--- config.mk ---
export PLATFORM = sky130hd
export DESIGN_NAME = mips_multicycle
export DESIGN_NICKNAME = d
export VERILOG_FILES = /design/src/rtl/mips_multicycle.sv
export SDC_FILE = /design/constraint.sdc
export NUM_CORES = 2
export LEC_CHECK = 0
export ABC_CLOCK_PERIOD_IN_PS = 4000
export CAP_MARGIN = 40
export CORE_MARGIN = 5
export CORE_UTILIZATION = 35
export CTS_BUF_LIST = sky130_fd_sc_hd__clkbuf_4 sky130_fd_sc_hd__clkbuf_8
export DETAILED_ROUTE_END_ITERATION = 10
export DONT_BUFFER_PORTS = 1
export PLACE_DENSITY = 0.58
export SLEW_MARGIN = 30
export SYNTH_ARGS = -nofsm -noshare
export SYNTH_HDL_FRONTEND = slang
export SYNTH_SLANG_ARGS = --single-unit
--- constraint.sdc ---
create_clock -name clk -period 4 [get_ports clk]
set_input_delay 0.6 -clock clk [delete_from_list [all_inputs] [get_ports clk]]
set_output_delay 0.6 -clock clk [all_outputs]
set_load 0.05 [all_outputs]
--- src/rtl/mips_multicycle.sv ---
// mips_multicycle: multicycle MIPS-I subset core; one ALU and register file are shared across FSM steps,
// with req/ack instruction and data ports. Define MIPS_EXT_ISA_EN to also decode bne/andi/ori/slti.
module mips_multicycle #(
  parameter int unsigned       ADDR_W   = 32,
  parameter logic [ADDR_W-1:0] RESET_PC = '0
) (
  input  logic              clk,
  input  logic              rst,
  output logic              imem_req,
  output logic [ADDR_W-1:0] imem_addr,
  input  logic              imem_ack,
  input  logic [31:0]       imem_rdata,
  output logic              dmem_req,
  output logic              dmem_we,
  output logic [ADDR_W-1:0] dmem_addr,
  output logic [31:0]       dmem_wdata,
  input  logic              dmem_ack,
  input  logic [31:0]       dmem_rdata,
  output logic              retire,
  output logic              illegal
);

  // state    | meaning
  // FETCH    | imem request at PC; IR/PC+4 captured on ack
  // DECODE   | read rs/rt into A/B, branch target into ALUOut, dispatch (illegal retires here)
  // EXEC     | R-type ALU op
  // ALUWB    | rf[rd] <= ALUOut, retire
  // MEMADR   | ALUOut <= rs + sext(imm)
  // MEMRD    | dmem load request; MDR captured on ack
  // MEMWB    | rf[rt] <= MDR, retire
  // MEMWR    | dmem store request; retire on ack
  // ADDIEX   | immediate ALU op
  // ADDIWB   | rf[rt] <= ALUOut, retire
  // BRANCH   | conditional PC <= ALUOut, retire
  // JUMP     | PC <= pseudo-direct target, retire
  typedef enum logic [3:0] {
    S_FETCH, S_DECODE, S_EXEC, S_ALUWB, S_MEMADR, S_MEMRD,
    S_MEMWB, S_MEMWR, S_ADDIEX, S_ADDIWB, S_BRANCH, S_JUMP
  } state_t;

  localparam logic [5:0] OP_RTYPE = 6'h00;
  localparam logic [5:0] OP_J     = 6'h02;
  localparam logic [5:0] OP_BEQ   = 6'h04;
  localparam logic [5:0] OP_ADDI  = 6'h08;
  localparam logic [5:0] OP_LW    = 6'h23;
  localparam logic [5:0] OP_SW    = 6'h2B;
`ifdef MIPS_EXT_ISA_EN
  localparam logic [5:0] OP_BNE   = 6'h05;
  localparam logic [5:0] OP_SLTI  = 6'h0A;
  localparam logic [5:0] OP_ANDI  = 6'h0C;
  localparam logic [5:0] OP_ORI   = 6'h0D;
`endif
  localparam logic [5:0] FN_ADD   = 6'h20;
  localparam logic [5:0] FN_SUB   = 6'h22;
  localparam logic [5:0] FN_AND   = 6'h24;
  localparam logic [5:0] FN_OR    = 6'h25;
  localparam logic [5:0] FN_SLT   = 6'h2A;

  state_t            state, state_nxt, dec_state;
  logic [ADDR_W-1:0] pc, br_tgt, jmp_tgt;
  logic [31:0]       ir, a_reg, b_reg, alu_out, mdr, alu_res;
  logic [31:0]       rf [32];

  logic [5:0]  opcode, funct;
  logic [4:0]  rs, rt, rd, wr_addr;
  logic [15:0] imm;
  logic [31:0] imm_sext, br_off, wr_data;
  logic        dec_ok, take, wr_en;
  logic        unused_shamt;

  assign opcode       = ir[31:26];
  assign rs           = ir[25:21];
  assign rt           = ir[20:16];
  assign rd           = ir[15:11];
  assign funct        = ir[5:0];
  assign imm          = ir[15:0];
  assign unused_shamt = ^ir[10:6];
  assign imm_sext     = {{16{imm[15]}}, imm};
  assign br_off       = {imm_sext[29:0], 2'b00};
  assign br_tgt       = pc + ADDR_W'($signed(br_off));
  // Keep PC bits above the 28-bit jump field; widths below 28 just truncate the target.
  assign jmp_tgt      = (pc & ~ADDR_W'(32'h0FFF_FFFF)) | ADDR_W'({ir[25:0], 2'b00});

`ifdef MIPS_EXT_ISA_EN
  logic [31:0] imm_zext;
  assign imm_zext = {16'h0000, imm};
  assign take     = (opcode == OP_BNE) ? (a_reg != b_reg) : (a_reg == b_reg);
`else
  assign take     = (a_reg == b_reg);
`endif

  assign imem_addr  = pc;
  assign dmem_addr  = ADDR_W'(alu_out);
  assign dmem_wdata = b_reg;

  always_comb begin
    dec_state = S_FETCH;
    dec_ok    = 1'b1;
    case (opcode)
      OP_RTYPE: begin
        if (funct inside {FN_ADD, FN_SUB, FN_AND, FN_OR, FN_SLT}) dec_state = S_EXEC;
        else dec_ok = 1'b0;
      end
      OP_LW, OP_SW: dec_state = S_MEMADR;
      OP_ADDI:      dec_state = S_ADDIEX;
      OP_BEQ:       dec_state = S_BRANCH;
      OP_J:         dec_state = S_JUMP;
`ifdef MIPS_EXT_ISA_EN
      OP_BNE:                    dec_state = S_BRANCH;
      OP_ANDI, OP_ORI, OP_SLTI:  dec_state = S_ADDIEX;
`endif
      default:      dec_ok = 1'b0;
    endcase
  end

  always_comb begin
    alu_res = '0;
    case (state)
      S_EXEC: begin
        case (funct)
          FN_ADD:  alu_res = a_reg + b_reg;
          FN_SUB:  alu_res = a_reg - b_reg;
          FN_AND:  alu_res = a_reg & b_reg;
          FN_OR:   alu_res = a_reg | b_reg;
          FN_SLT:  alu_res = {31'b0, $signed(a_reg) < $signed(b_reg)};
          default: alu_res = '0;
        endcase
      end
      S_MEMADR: alu_res = a_reg + imm_sext;
      S_ADDIEX: begin
        alu_res = a_reg + imm_sext;
`ifdef MIPS_EXT_ISA_EN
        case (opcode)
          OP_ANDI: alu_res = a_reg & imm_zext;
          OP_ORI:  alu_res = a_reg | imm_zext;
          OP_SLTI: alu_res = {31'b0, $signed(a_reg) < $signed(imm_sext)};
          default: ;
        endcase
`endif
      end
      default: alu_res = '0;
    endcase
  end

  always_comb begin
    wr_en   = 1'b0;
    wr_addr = rt;
    wr_data = alu_out;
    case (state)
      S_ALUWB:  begin wr_en = 1'b1; wr_addr = rd; end
      S_MEMWB:  begin wr_en = 1'b1; wr_data = mdr; end
      S_ADDIWB: wr_en = 1'b1;
      default:  ;
    endcase
  end

  always_ff @(posedge clk or negedge rst) begin
    if (!rst) state <= S_FETCH;
    else      state <= state_nxt;
  end

  always_comb begin
    state_nxt = state;
    imem_req  = 1'b0;
    dmem_req  = 1'b0;
    dmem_we   = 1'b0;
    retire    = 1'b0;
    illegal   = 1'b0;
    case (state)
      S_FETCH: begin
        // The state register already sits in FETCH during reset; keep the request quiet then.
        imem_req = rst;
        if (imem_ack) state_nxt = S_DECODE;
      end
      S_DECODE: begin
        if (dec_ok) state_nxt = dec_state;
        else begin
          illegal   = 1'b1;
          retire    = 1'b1;
          state_nxt = S_FETCH;
        end
      end
      S_EXEC:   state_nxt = S_ALUWB;
      S_ALUWB:  begin retire = 1'b1; state_nxt = S_FETCH; end
      S_MEMADR: state_nxt = (opcode == OP_LW) ? S_MEMRD : S_MEMWR;
      S_MEMRD: begin
        dmem_req = 1'b1;
        if (dmem_ack) state_nxt = S_MEMWB;
      end
      S_MEMWB:  begin retire = 1'b1; state_nxt = S_FETCH; end
      S_MEMWR: begin
        dmem_req = 1'b1;
        dmem_we  = 1'b1;
        if (dmem_ack) begin
          retire    = 1'b1;
          state_nxt = S_FETCH;
        end
      end
      S_ADDIEX: state_nxt = S_ADDIWB;
      S_ADDIWB: begin retire = 1'b1; state_nxt = S_FETCH; end
      S_BRANCH: begin retire = 1'b1; state_nxt = S_FETCH; end
      S_JUMP:   begin retire = 1'b1; state_nxt = S_FETCH; end
      default:  state_nxt = S_FETCH;
    endcase
  end

  always_ff @(posedge clk or negedge rst) begin
    if (!rst) begin
      pc      <= RESET_PC;
      ir      <= '0;
      a_reg   <= '0;
      b_reg   <= '0;
      alu_out <= '0;
      mdr     <= '0;
      for (int i = 0; i < 32; i++) rf[i] <= '0;
    end else begin
      case (state)
        S_FETCH: begin
          if (imem_ack) begin
            ir <= imem_rdata;
            pc <= pc + ADDR_W'(4);
          end
        end
        S_DECODE: begin
          a_reg   <= rf[rs];
          b_reg   <= rf[rt];
          alu_out <= 32'(br_tgt);
        end
        S_EXEC, S_MEMADR, S_ADDIEX: alu_out <= alu_res;
        S_MEMRD:  if (dmem_ack) mdr <= dmem_rdata;
        S_BRANCH: if (take) pc <= ADDR_W'(alu_out);
        S_JUMP:   pc <= jmp_tgt;
        default:  ;
      endcase
      // $0 is never written, so it always reads back as zero.
      if (wr_en && (wr_addr != 5'd0)) rf[wr_addr] <= wr_data;
    end
  end

endmodule

**Word-level counts from Yosys, hierarchy flattened**

Cells that the tools add are included.

- Add/subtract/negate cells: 5
- Magnitude comparators: 5
- Equality and inequality tests: 26
- Muxes and demuxes: 35
- Bitwise operators: 6
- Reductions and logical operators: 19

Operators by type and width:

| kind | number |
|---|---|
| 1024-bit bitwise mux | 1 |
| 32-bit binary-select mux with 5-bit select | 2 |
| 32-bit two-way mux | 8 |
| 32-bit demux with 5-bit select | 1 |
| 32-bit one-hot mux with 5 select lines | 1 |
| 32-bit one-hot mux with 2 select lines | 2 |
| 32-bit adder | 3 |
| 32-bit one-hot mux with 3 select lines | 1 |
| 6-bit == test, second input constant | 7 |
| 32-bit by 3-bit adder with 32-bit output, second input constant | 1 |
| 32-bit bitwise AND | 1 |
| 32-bit == test | 1 |
| 32-bit less-than comparator | 1 |
| 32-bit by 28-bit bitwise OR with 32-bit output | 1 |
| 32-bit bitwise OR | 1 |
| 32-bit subtractor | 1 |
| 4-bit one-hot mux with 7 select lines | 1 |
| 4-bit one-hot mux with 5 select lines | 1 |
| 6-bit >= comparator, second input constant | 3 |
| 5-bit NOT with 6-bit output | 3 |
| 4-bit by 3-bit == test with 1-bit output, second input constant | 4 |
| 4-bit == test, second input constant | 4 |
| 4-bit two-way mux | 4 |
| 5-bit nonzero test | 2 |
| other kinds (22) | 41 |

- Register bits: 1,220
- Bits of input ports: 68
- Output and inout port bits: 101
- Logic and storage cells: 135

**Depth between registers and ports, before layout**

- Word-level depth: 8
- Depth in mapped cells: 14
- Depth with buffers taken out: 12

**Least setup slack after synthesis**

No wires, ideal clock.

- Path type: register to register
- From: reg b_reg[1] (netlist: dmem_wdata[1])
- To: reg alu_out[31] (netlist: dmem_addr[31])
- Setup time: 139 ps
- Arrival: 3,104 ps
- Required time: 3,861 ps
- Slack: 757 ps
- Cell stages (with the launch flop): 12
- Buffers on the path: 0
- Clock period less this slack: 3,243 ps
- Cell sequence: dfrtp_1 -> inv_1 -> ha_1 -> a211oi_1 -> o21ai_1 -> a31o_2 -> a211oi_4 -> a211oi_1 -> o2111a_1 -> o22ai_1 -> a21oi_1 -> or4_1

- Cells in the longest elaborated chain, start to end: 4
- Elaborated cells between the ends (all ways): 5
- Those cells by class: add/sub: 2; mux: 3

RTL lines:

| item | line | source |
|---|---|---|
| from (decl) | 61 | `logic [31:0] ir, a_reg, b_reg, alu_out, mdr, alu_res;` |
| from (signal assigned) | 226 | `b_reg <= rf[rt];` |
| 32-bit subtractor / 32-bit adder (equally long branches) | 122, 121 |  |
| 32-bit one-hot mux with 5 select lines * | 120 | `case (funct)` |
| 32-bit one-hot mux with 2 select lines * | 118 | `case (state)` |
| 32-bit one-hot mux with 2 select lines * | 217 | `case (state)` |
| to (signal assigned) | 227 | `alu_out <= 32'(br_tgt);` |
| to (signal assigned) | 229 | `S_EXEC, S_MEMADR, S_ADDIEX: alu_out <= alu_res;` |
| to (decl) | 61 |  |

Mark *: on every way between the ends. The rest lies on a longest branch, timed or not.
A chain may end at the register's enable or synchronous reset.

**Final worst setup path**

- From: reg ir[1]
- To: out retire

- Cells in the longest elaborated chain, start to end: 6
- Elaborated cells between the ends (all ways): 10
- Those cells by class: eq/ne: 5; mux: 4; reduce/logical: 1

RTL lines:

| item | line | source |
|---|---|---|
| from (decl) | 61 |  |
| from (signal assigned) | 220 | `ir <= imem_rdata;` |
| 6-bit == test | 101 | `if (funct inside {FN_ADD, FN_SUB, FN_AND, FN_OR, FN_SLT}) dec_state = S_EXEC;` |
| 5-bit nonzero test * | 101 |  |
| 1-bit two-way mux * | 101 |  |
| 1-bit one-hot mux with 2 select lines * | 99 | `case (opcode)` |
| 1-bit two-way mux * | 176 | `if (dec_ok) state_nxt = dec_state;` |
| 1-bit one-hot mux with 3 select lines * | 169 | `case (state)` |
| to (decl) | 19 | `output logic retire,` |

Marked as above.

==> summary.txt <==
Final layout
  – Area Overhead vs Synth: 15.1%
  – Fillcell total: around 19000
  – Number of flip-flops in the largest register: between 1000 and 1500
  – Top reg by flops: rf
  – Design area: a little under 80000 sq um
  – Area of the multi-input gates: approximately 36000 sq um
  – Layout cells sized above 1: a little under a quarter
  – Register area: between 30000 and 40000 sq um
  – Nets: around 6600

Synthesis
  – EDFF count, synth: 0
  – Synthesis-stage register bit count: between 1000 and 1500
  – Top FF cell, synth: dfrtp_1
  – Top cell type by total area after synthesis: dfrtp_1
  – Top cells by area, synth: dfrtp_1 (44%), mux4_2 (21%), a21oi_1 (6.0%)
  – Cell Area, Synth: roughly 70000 sq um
  – Sequential share of the synthesized area: ~44%
  – Async S/R FF share, synth: 100%
  – Synth Net Count: approximately 6500
  – Synth cell types: 98
  – YS warnings: 0
  – Top-area cell type share of the netlist area: 44.4%
  – Synthesized instance count: around 6300
  – Post-Syn Area per Cell: around 11 sq um

Clocking
  – Clock-pin slew on the worst setup and hold paths: around 70 ps
  – CTS sink count: between 1000 and 1500
  – H-tree Lvls: 4
  – Clock buffer depth: 3
  – Clock latency on the worst-skew pair: 1000 ps
  – CTS buffer count: slightly above 200
  – CTS tree: yes
  – Post-CTS Setup Repair Bufs: 0
  – Root Buffer: clkbuf_8

Detailed routing
  – DRT Pass-1 Iters: 6
  – Drt via density: 5.83
  – DRC: 0
  – WL final: ~240 mm
  – Number of DRC markers in iteration 0: around 5700
  – Final ANT Viol Nets: 0
  – Routed len/inst: around 27 um
  – Via count: between 50000 and 60000

Global routing
  – GRT overflow: 0
  – Initial antenna violation count: 4
  – GRT Overall Usage: between 20% and 30%
  – Largest net degree at the start of global routing: 180
  – Vias in the first global route: about 53000
  – Global-route wire length before repair: around 360 mm

Critical path
  – CP required: roughly 3400 ps
  – WS Path Type: flop to primary output
  – Critical Path End Type: primary output
  – Worst Path Arrival: between 3000 and 4000 ps
  – Startpoint types: flop
  – CP max FO: 20

Worst hold path
  – Worst hold path type: primary input to flop

STA
  – Part of the cycle the worst path needs: a little over nine tenths
  – Endpoints failing setup: 0
  – Worst Tran Pin Value: approximately 950 ps
  – Final Hold Viols: 0
  – Setup ws final: 77.8 ps
  – Skew final: 83.2 ps
  – Max Freq: between 200 and 300 MHz
  – Slew Limit Fails: 0
  – Worst hold slack: about 150 ps
  – Tmin final: about 3900 ps
  – Rel. slew slack: between 30% and 40%

Flow run
  – Max_cap viols: 0

Placed design
  – PortBufs: 0
  – GP Congestion: approximately 0.98
  – DP Worst Slack: ~72 ps
  – Placement Cell Area: approximately 74000 sq um
  – Post-DP HPWL: 162 mm

Power
  – VDD IR max: 521 uV
  – Total power: between 60 and 70 mW
  – Leakage: 33.9 nW
  – Cell Pwr Density: between 800 and 900 nW/um^2

Floorplanning
  – I/O Pins: roughly 170
  – Initial Util: between 30% and 40%
  – Placeable Area: ~200000 sq um
  – Chip Height: roughly 450 um
  – Die area: slightly above 200000 sq um
  – Die Width: around 450 um
  – Row Count: 162

Run status
  – Run status: finished clean
## cell usage in the layout, fill, tap and decap left out, types with 32 or more instances in the layout
| cell type | count |
|---|---|
| a21o_1 | 33 |
| a21oi_1 | 831 |
| a221oi_1 | 37 |
| and3_1 | 32 |
| buf_12 | 77 |
| buf_4 | 230 |
| clkbuf_4 | 64 |
| clkbuf_8 | 267 |
| dfrtp_1 | 1208 |
| dlygate4sd3_1 | 69 |
| ha_1 | 172 |
| inv_1 | 120 |
| mux2_2 | 64 |
| mux2i_1 | 73 |
| mux2i_2 | 32 |
| mux4_2 | 640 |
| nand2_1 | 517 |
| nor2_1 | 851 |
| nor3_1 | 41 |
| o21ai_0 | 450 |
| o21ai_1 | 80 |
| xnor2_1 | 51 |
## per-stage QoR
stage / setup TNS, ps / cells / utilization, %
after detailed placement: 0 / 8667 / 37.7
after global routing: -2.68 / 9118 / 40.6
after CTS: 0 / 9106 / 40.5
after global placement: 0 / 8658 / 37.6
after floorplan: 0 / 6298 / -
final: 0 / 9118 / 40.6
## metal layers
| metal | share of wire (%) | track usage [%] | routed length (um) | vias to the layer above |
|---|---|---|---|---|
| li1 | - | - | - | 23100 |
| met1 | 40 | 31.1 | 98400 | 27100 |
| met2 | 47 | 37.6 | 115000 | 2343 |
| met3 | 7.8 | 4.32 | 19000 | 551 |
| met4 | 4.7 | 10.3 | 11600 | 4 |
| met5 | 0.0090 | 0 | 22 | - |
## power by group
| part | total (mW) | switching (mW) | internal (mW) |
|---|---|---|---|
| logic | 33.2 | 18.9 | 14.3 |
| registers | 21.5 | 5.08 | 16.4 |
| clock network | 12.3 | 5.43 | 6.87 |
## logic make-up after synthesis
logic type               Yosys count  synth area share, %
AO/OA/AOI/OAI                   1679                 13.7
AND/OR/NAND/NOR                 1633                 9.93
flip-flops                      1220                 44.4
multiplexers                     810                 23.6
buffers and inverters            700                 4.15
adder cells (fa/ha/maj)          176                 3.24
XOR/XNOR                          80                 1.02
## worst paths after layout
| check | end | slack (ps) | startpoint | cells past startpoint |
|---|---|---|---|---|
| max | retire | 80 | ir[1]$_DFFE_PN0P_ | 10 |
| min reg2reg | rf[1008]$_DFFE_PN0P_ | 400 | rf[1008]$_DFFE_PN0P_ | 0 |
| min | state[2]$_DFFE_PN0P_ | 150 | imem_ack | 4 |
| min in group asynchronous | rf[1012]$_DFFE_PN0P_ | 430 | rst | 3 |
| max reg2reg | dmem_addr[28]$_DFFE_PN0P_ | 250 | ir[15]$_DFFE_PN0P_ | 10 |
| max in group asynchronous | rf[313]$_DFFE_PN0P_ | 1490 | rst | 9 |
## synth_stat cells (8+ instances only)
cell,number
dfrtp_1,1220
nor2_1,856
a21oi_1,831
mux4_2,640
nand2_1,518
o21ai_0,450
clkbuf_1,364
ha_1,172
buf_2,161
inv_1,122
mux2i_1,105
o21ai_1,80
mux2_2,64
xnor2_1,51
buf_1,47
nor3_1,41
a221oi_1,37
nand3_1,34
a21o_1,33
and3_1,32
xor2_1,29
o22ai_1,26
a211oi_1,24
a31oi_1,24
nand2b_1,18
nand4_1,18
nor2b_1,17
nor4_1,17
o31ai_1,17
o211ai_1,16
or3_1,16
nor3b_1,14
o21bai_1,13
a22o_1,12
nor2_2,11
nor2_4,10
o221ai_1,9
a2111oi_0,8
a22oi_1,8
## layout make-up
type                       count  share of cell area, %
clock inverter                35                  0.461
antenna                        1                0.00316
inverter                     124                  0.597
clock buffer                 331                   5.25
tap                         2624                   4.14
timing repair buffer         405                   5.91
multi-input combinational   4378                   45.1
sequential                  1220                   38.6
## worst max-delay path, cell delays in order (launching register included)
cell       delay [ps]
dfrtp_1           380
buf_4             240
inv_1             130
buf_4             340
o2bb2ai_1         170
a211oi_1           60
buf_4             190
o311ai_0          290
and3_1            230
nand3b_1          110
buf_4             200
## what timing repair did
| action | in CTS | in global routing |
|---|---|---|
| endpoints found under the setup margin | 1 | 2 |
| gates resized for setup | 1 | 2 |
| cloned | 0 | 1 |
| endpoints found under the hold margin | 409 | 136 |
| hold buffers | 73 | 6 |
| pin swaps | 0 | 0 |
Power figures use the tool's default switching activity.
